`config.mk`:
```
export PLATFORM = sky130hd
export DESIGN_NAME = bcd_display_conv
export DESIGN_NICKNAME = d
export VERILOG_FILES = /design/src/rtl/bcd_display_conv_pkg.sv /design/src/rtl/bcd_display_conv_add3.sv /design/src/rtl/bcd_display_conv.sv
export SDC_FILE = /design/constraint.sdc
export NUM_CORES = 1
export LEC_CHECK = 0
export BUFFER_PORTS_ARGS = -buffer_cell sky130_fd_sc_hd__buf_2
export CORE_ASPECT_RATIO = 0.75
export CORE_UTILIZATION = 40
export CTS_BUF_LIST = sky130_fd_sc_hd__clkbuf_16
export DETAILED_ROUTE_END_ITERATION = 12
export SYNTH_ARGS = -nofsm -noshare
export SYNTH_HDL_FRONTEND = slang
export SYNTH_SLANG_ARGS = --single-unit
export TNS_END_PERCENT = 1
```
`constraint.sdc`:
```
create_clock -name clk_50M -period 2.9 [get_ports clk_50M]
set_input_delay 0.58 -clock clk_50M [delete_from_list [all_inputs] [get_ports clk_50M]]
set_output_delay 0.58 -clock clk_50M [all_outputs]
set_load 0.01 [all_outputs]
```
`src/rtl/bcd_display_conv_pkg.sv`:
```
// Shared definitions for the binary-to-BCD display path.
// Includes the FSM encoding, nibble width, the LCD blank code and the elaboration helper.
package bcd_display_conv_pkg;

  localparam int unsigned BCD_NIB_W  = 4;
  localparam logic [3:0]  BLANK_CODE = 4'hF;

  typedef enum logic [1:0] {
    IDLE  = 2'd0,
    SHIFT = 2'd1,
    DONE  = 2'd2
  } state_t;

  function automatic longint unsigned pow10(input int unsigned n);
    longint unsigned r;
    r = 1;
    for (int unsigned i = 0; i < n; i++) r = r * 10;
    return r;
  endfunction

endpackage

```
`src/rtl/bcd_display_conv_add3.sv`:
```
// Double-dabble correction cell.
// A nibble of 5 or more gets +3 so that the following left shift carries into the next decimal digit.
module bcd_add3
  import bcd_display_conv_pkg::*;
(
  input  logic [BCD_NIB_W-1:0] nib,
  output logic [BCD_NIB_W-1:0] adj
);

  always_comb begin
    adj = (nib >= BCD_NIB_W'(5)) ? nib + BCD_NIB_W'(3) : nib;
  end

endmodule

```
`src/rtl/bcd_display_conv.sv`:
```
// Sequential shift-add-3 binary-to-BCD converter with a registered digit set.
// Also produces the leading-zero blank mask for the LCD digit drivers.
module bcd_display_conv
  import bcd_display_conv_pkg::*;
#(
  parameter int unsigned BIN_W  = 10,
  parameter int unsigned DIGITS = 4
) (
  input  logic                          clk_50M,
  input  logic                          reset_btn,
  input  logic [BIN_W-1:0]              bin_in,
  input  logic                          start,
  input  logic                          auto_en,
  input  logic                          frac_en,
  output logic                          busy,
  output logic                          done,
  output logic [BCD_NIB_W*DIGITS-1:0]   bcd_out,
  output logic [DIGITS-1:0]             blank
);

  localparam int unsigned SCR_W = BCD_NIB_W * DIGITS;
  localparam int unsigned CNT_W = $clog2(BIN_W + 1);

  if ((64'd1 << BIN_W) > pow10(DIGITS)) begin : g_range_check
    $error("bcd_display_conv: 2**BIN_W exceeds 10**DIGITS");
  end

  state_t             state;
  logic [SCR_W-1:0]   scratch;
  logic [SCR_W-1:0]   adj;
  logic [BIN_W-1:0]   shift;
  logic [BIN_W-1:0]   last_bin;
  logic [CNT_W-1:0]   cnt;
  logic               trigger;

  for (genvar i = 0; i < DIGITS; i++) begin : g_add3
    bcd_add3 u_add3 (
      .nib (scratch[i*BCD_NIB_W +: BCD_NIB_W]),
      .adj (adj[i*BCD_NIB_W +: BCD_NIB_W])
    );
  end

  always_comb begin
    trigger = start | (auto_en & (bin_in != last_bin));
  end

  // Scan from the top digit down: a digit is blank while every digit above it (and itself) is zero.
  function automatic logic [DIGITS-1:0] calc_blank(input logic [SCR_W-1:0] v, input logic frac);
    logic [DIGITS-1:0] m;
    logic              zero_above;
    m          = '0;
    zero_above = 1'b1;
    for (int unsigned i = DIGITS; i > 1; i--) begin
      zero_above = zero_above & (v[(i-1)*BCD_NIB_W +: BCD_NIB_W] == '0);
      m[i-1]     = zero_above & ~(frac & (i == 2));
    end
    return m;
  endfunction

  always_ff @(posedge clk_50M) begin
    if (reset_btn) begin
      state    <= IDLE;
      busy     <= 1'b0;
      done     <= 1'b0;
      bcd_out  <= '0;
      blank    <= calc_blank('0, frac_en);
      last_bin <= '0;
      scratch  <= '0;
      shift    <= '0;
      cnt      <= '0;
    end else begin
      done <= 1'b0;
      case (state)
        IDLE: begin
          if (trigger) begin
            shift    <= bin_in;
            last_bin <= bin_in;
            scratch  <= '0;
            cnt      <= CNT_W'(BIN_W);
            busy     <= 1'b1;
            state    <= SHIFT;
          end
        end
        SHIFT: begin
          {scratch, shift} <= {adj, shift} << 1;
          cnt              <= cnt - 1'b1;
          if (cnt == CNT_W'(1)) state <= DONE;
        end
        DONE: begin
          bcd_out <= scratch;
          blank   <= calc_blank(scratch, frac_en);
          done    <= 1'b1;
          busy    <= 1'b0;
          state   <= IDLE;
        end
        default: state <= IDLE;
      endcase
    end
  end

endmodule
```
After elaboration in Yosys (flattened, before gate mapping)
Index checks and enable logic that the tools add are counted.
W data, S select, Z words.
{ "word_totals": {"ff_bits": 63, "inputBits": 15, "output_inout_bits": 22, "elab_cells": 60} }
{ "classes": {"addsub": 5, "n_lt_le_gt_ge": 4, "n_eq_ne": 6, "n_mux": 18, "bitwise_logic": 6, "reduce_logical": 11} }
{ "op_table": {"columns": ["op", "n"], "rows": [
  ["$pmux W16 S2", 1],
  ["$pmux W10 S2", 1],
  ["$ge A4 B3 Y1 const B", 4],
  ["$mux W16", 1],
  ["$mux W4", 4],
  ["$add A4 B2 Y4 const B", 3],
  ["$logic_not A4 Y1", 3],
  ["$mux W10", 1],
  ["$ne A10 B10 Y1", 1],
  ["$mux W2", 4],
  ["$pmux W4 S2", 1],
  ["$reduce_and A2 Y1", 4],
  ["$reduce_bool A2 Y1", 3],
  ["$and A1 B1 Y1", 4],
  ["$eq A4 B1 Y1 const B", 1],
  ["$ne A2 B2 Y1 const B", 2],
  ["$pmux W2 S2", 1],
  ["$sub A4 B1 Y4 const B", 1],
  ["$add A3 B2 Y3 const B", 1],
  ["$mux W3", 1],
  ["$eq A2 B1 Y1 const B", 1],
  ["$eq A2 B2 Y1 const B", 1],
  ["$logic_not A2 Y1", 1],
  ["$mux W1", 2],
  ["3 further kinds", 3]
]} }

Logic depth before layout (Yosys ltp)
{ "logic_depth": {"ltp_word": 6, "ltp_mapped": 7, "mapped_depth_nobuf": 7} }

Hierarchy
Synthesis repeated with hierarchy kept, for this count alone.
{ "hier_totals": {"hier_cells": 300, "area_unflattened_um2": 2825.2} }
{ "modules_own_cells": {"columns": ["mod", "instances", "cells_each", "area_each_um2", "seq_area_each_um2"], "rows": [
  ["bcd_display_conv", 1, 236, 2419.8, 1271.2],
  ["bcd_add3", 4, 16, 101.3, 0.0]
]} }

Worst setup path before layout
Ideal clock, no wire load.
{ "synth_path": {"path_type": "input -> register", "start": "in bin_in[5]", "end": "reg shift[3]", "setup_time_ns": 0.119, "arrival_ns": 2.070, "required_ns": 2.781, "slack_ns": 0.711, "stages": 5, "n_path_buf": 0, "cell_sequence": "xor2_1 > or4_4 > o31ai_4 > nand2_2 > o221a_2"} }
{ "synth_via": {"elab_chain_cells": 5} }
{ "synth_rtl": {"columns": ["element", "line_no", "source"], "rows": [
  ["start, declared", "bcd_display_conv.sv:11", "input logic [BIN_W-1:0] bin_in,"],
  ["$ne A10 B10 Y1", "bcd_display_conv.sv:44", "trigger = start | (auto_en & (bin_in != last_bin));"],
  ["$and A1 B1 Y1", "bcd_display_conv.sv:44", null],
  ["$or A1 B1 Y1", "bcd_display_conv.sv:44", null],
  ["$ne A2 B2 Y1 (no line)", null, null],
  ["$reduce_and A2 Y1 (no line)", null, null],
  ["end signal, assigned", "bcd_display_conv.sv:76", "shift <= bin_in;"],
  ["end signal, assigned", "bcd_display_conv.sv:85", "{scratch, shift} <= {adj, shift} << 1;"],
  ["end, declared", "bcd_display_conv.sv:31", "logic [BIN_W-1:0] shift;"]
]} }
Every way passes these cells.
A chain may end at the register's enable or synchronous reset.

Final worst setup path
{ "layout_path": {"start": "in bin_in[5]", "end": "reg shift[2]"} }
The elaborated chain is that of the path after synthesis.

==> impl_metrics.ini <==
[run_status]
status = finished, violations left
violations = design-rule violations

[global_route]
grt-busiest-layer = met2
grt_pass1_wl_mm = 9.43
met3_usage = 0.0498
antenna_found_initial = 0
grtUsageMet2 = 0.257
grt_overflow = 0
use_met1 = 0.225
grt_pass1_vias = 1973
grt_usage = 0.168
grt_start_max_net_pins = 36

[synthesis]
synth_fa_ha_area_frac = 0.0541
yosysSeqAreaShare = 0.458
synth.cell_area_mm2 = 0.00278
muxShareOfSynthArea = 0.0505
yosys_warnings = 0
synth_nets = 324
ys_seq_elements = 63
synth_top_family_by_area = compound AO/OA/AOI/OAI gates
synth_simple_gate_area_share = 0.162
syn-instance-count = 297
synth_compound_area_frac = 0.179
avgSynthCellArea_um2 = 9.35
ys_types = 38
synth_xor_area_frac = 0.0505

[cells_and_area]
drive_gt1_frac = 0.212
fin_nets = 362
fill_cells = 629
fin_area_mm2 = 0.00334
antenna_cells = 0
syn2layout_area_growth_pct = 20.1

[routing]
viasPerCell = 5.13
drc_errors = 5
first_iter_violations = 157
ant_nets = 0
route.vias.total = 2158
firstDrtPassIters = 10
drt-total-wl_mm = 5.63
wl_per_cell_um = 13.4

[sta]
hold_viol = 0
tns_ps = 0
relSlewSlack = 0.406
setup_slack_ps = 690
slew_violations = 0
fin_crit_ps = 2210
tightest_slew_ps = 891
finalCritPeriodShare = 0.762
max_freq_mhz = 453
setup_viol = 0
fin_skew_ps = 6.24
rsz0062_at_grt = false

[power]
power_density_mw_per_mm2 = 665
total_power_w = 0.00222
ir_drop_mv = 0.302
p_leak_nw = 1.40

[placement]
hpwl_mm = 3.85
portBuffers = 35
place.gp.congestion = 0.811
post-place-ws_ps = 335
place_area_mm2 = 0.00305

[clock_network]
cts_tree = built
cts_buffers = 9
clk_pin_slew_ps = 50
postCtsSetupRepairBufs = 0
root_buffer = clkbuf_16
cts_hold_buf = 0
cts.repair.resized = 0
clock_latency_ps = 320
clock-sinks = 63
htree_levels = 3
cts_buffer_depth = 2

[floorplanning]
start_util = 0.427
die_height_um = 74.2
core_area_mm2 = 0.00651
die_area_mm2 = 0.00728
io_pins = 37
die_width_um = 98.2
rows = 25

[job]
cap_violations = 0

[setup_path]
required_ps = 3110
arrival_ps = 2420
crit_path_end_kind = flop
cp_max_fo = 9
cp-start-kind = input port
crit_type = input port to flop

[min_path]
worst_hold_path_type = flop to flop
sequential cells by signal, indices dropped and copies added, names as in the netlist:
| register | flops |
|---|---|
| done | 1 |
| scratch | 16 |
| shift | 10 |
| blank | 3 |
| busy | 1 |
| state | 2 |
| bcd_out | 16 |
| last_bin | 10 |
| cnt | 4 |
report_power, final:
part / total, W / switching [W] / internal, W
Sequential: 0.000943 / 0.0000301 / 0.000913
Clock: 0.00103 / 0.000371 / 0.000657
Combinational: 0.000246 / 0.000141 / 0.000105
per-layer routing:
layer / vias up / part of all wire
li1: 1128 / -
met1: 994 / 0.54
met2: 25 / 0.41
met3: 11 / 0.034
met4: 0 / 0.016
met5: - / 0
layout make-up:
cell class,instances,area [um2],area share
Clock buffer,9,225,0.0675
Clock inverter,7,65.1,0.0195
Inverter,12,45.0,0.0135
Multi-Input combinational cell,206,1380,0.414
Sequential cell,63,1270,0.381
Tap cell,81,101,0.0304
Timing Repair Buffer,43,248,0.0743
worst paths after layout:
kind,startpoint,endpoint,slack [ps],cells past startpoint
hold / removal,busy$_SDFFE_PP0P_,busy$_SDFFE_PP0P_,470,2
setup / recovery,bin_in[5],shift[2]$_SDFFE_PP0P_,690,6
setup reg to reg,last_bin[5]$_SDFFE_PP0P_,shift[2]$_SDFFE_PP0P_,730,5
hold reg to reg,busy$_SDFFE_PP0P_,busy$_SDFFE_PP0P_,470,2
per-stage QoR:
step	utilization	cells	hold slack, ps
6_report	0.513	421	466
5_1_grt	0.513	421	485
4_1_cts	0.513	421	470
3_5_place_dp	0.468	405	461
3_3_place_gp	0.468	405	455
2_1_floorplan	-	297	432
synth_stat cells (all sizes together):
cell    number  area [um2]
or4          1        11.3
nand3       11        55.1
dfxtp       62        1240
nand4b       1        8.76
a21oi       18        90.1
xnor2       12         105
nor3b        4        30.0
a211oi       6        45.0
nand2       24        92.6
nor2        38         143
o31ai        2        28.8
nand3b       1        7.51
inv         12        45.0
a221oi       1        8.76
ha          12         150
nor3         8        40.0
nand2b       6        40.0
xor2         4        35.0
nor4         1        6.26
o21ba        1        10.0
o21ai        8        40.0
conb         1        3.75
a21o         1        7.51
a31oi        4        25.0
mux2i       14         140
clkbuf      10        37.5
buf          6        43.8
nand4        1        6.26
o221a        9         101
a22o        16         140
nor4b        1        8.76
edfxtp       1        30.0
worst max-delay path, stage by stage:
cell	delay, ps
buf_2	110
xor2_1	140
or4_4	530
o31ai_4	500
nand2_2	240
o221a_2	310
placed cells by master (no fill, tap or decap), drive strengths merged, types with 6 or more instances in the layout:
master	synthesis	layout
buf	6	43
inv	12	13
clkbuf	10	9
a22o	16	16
nor3	8	8
o21ai	8	8
nand3	11	11
nand2	24	24
dfxtp	62	62
nand2b	6	6
a211oi	6	6
nor2	38	38
ha	12	12
mux2i	14	14
xnor2	12	12
a21oi	18	18
o221a	9	9
cells by family after synthesis:
group                    Yosys count
AO/OA/AOI/OAI                     66
multiplexers                      14
AND/OR/NAND/NOR                   97
XOR/XNOR                          16
buffers and inverters             28
adder cells (fa/ha/maj)           12
other                              1
flip-flops                        63
No activity file was read; power rests on OpenSTA's default activity.
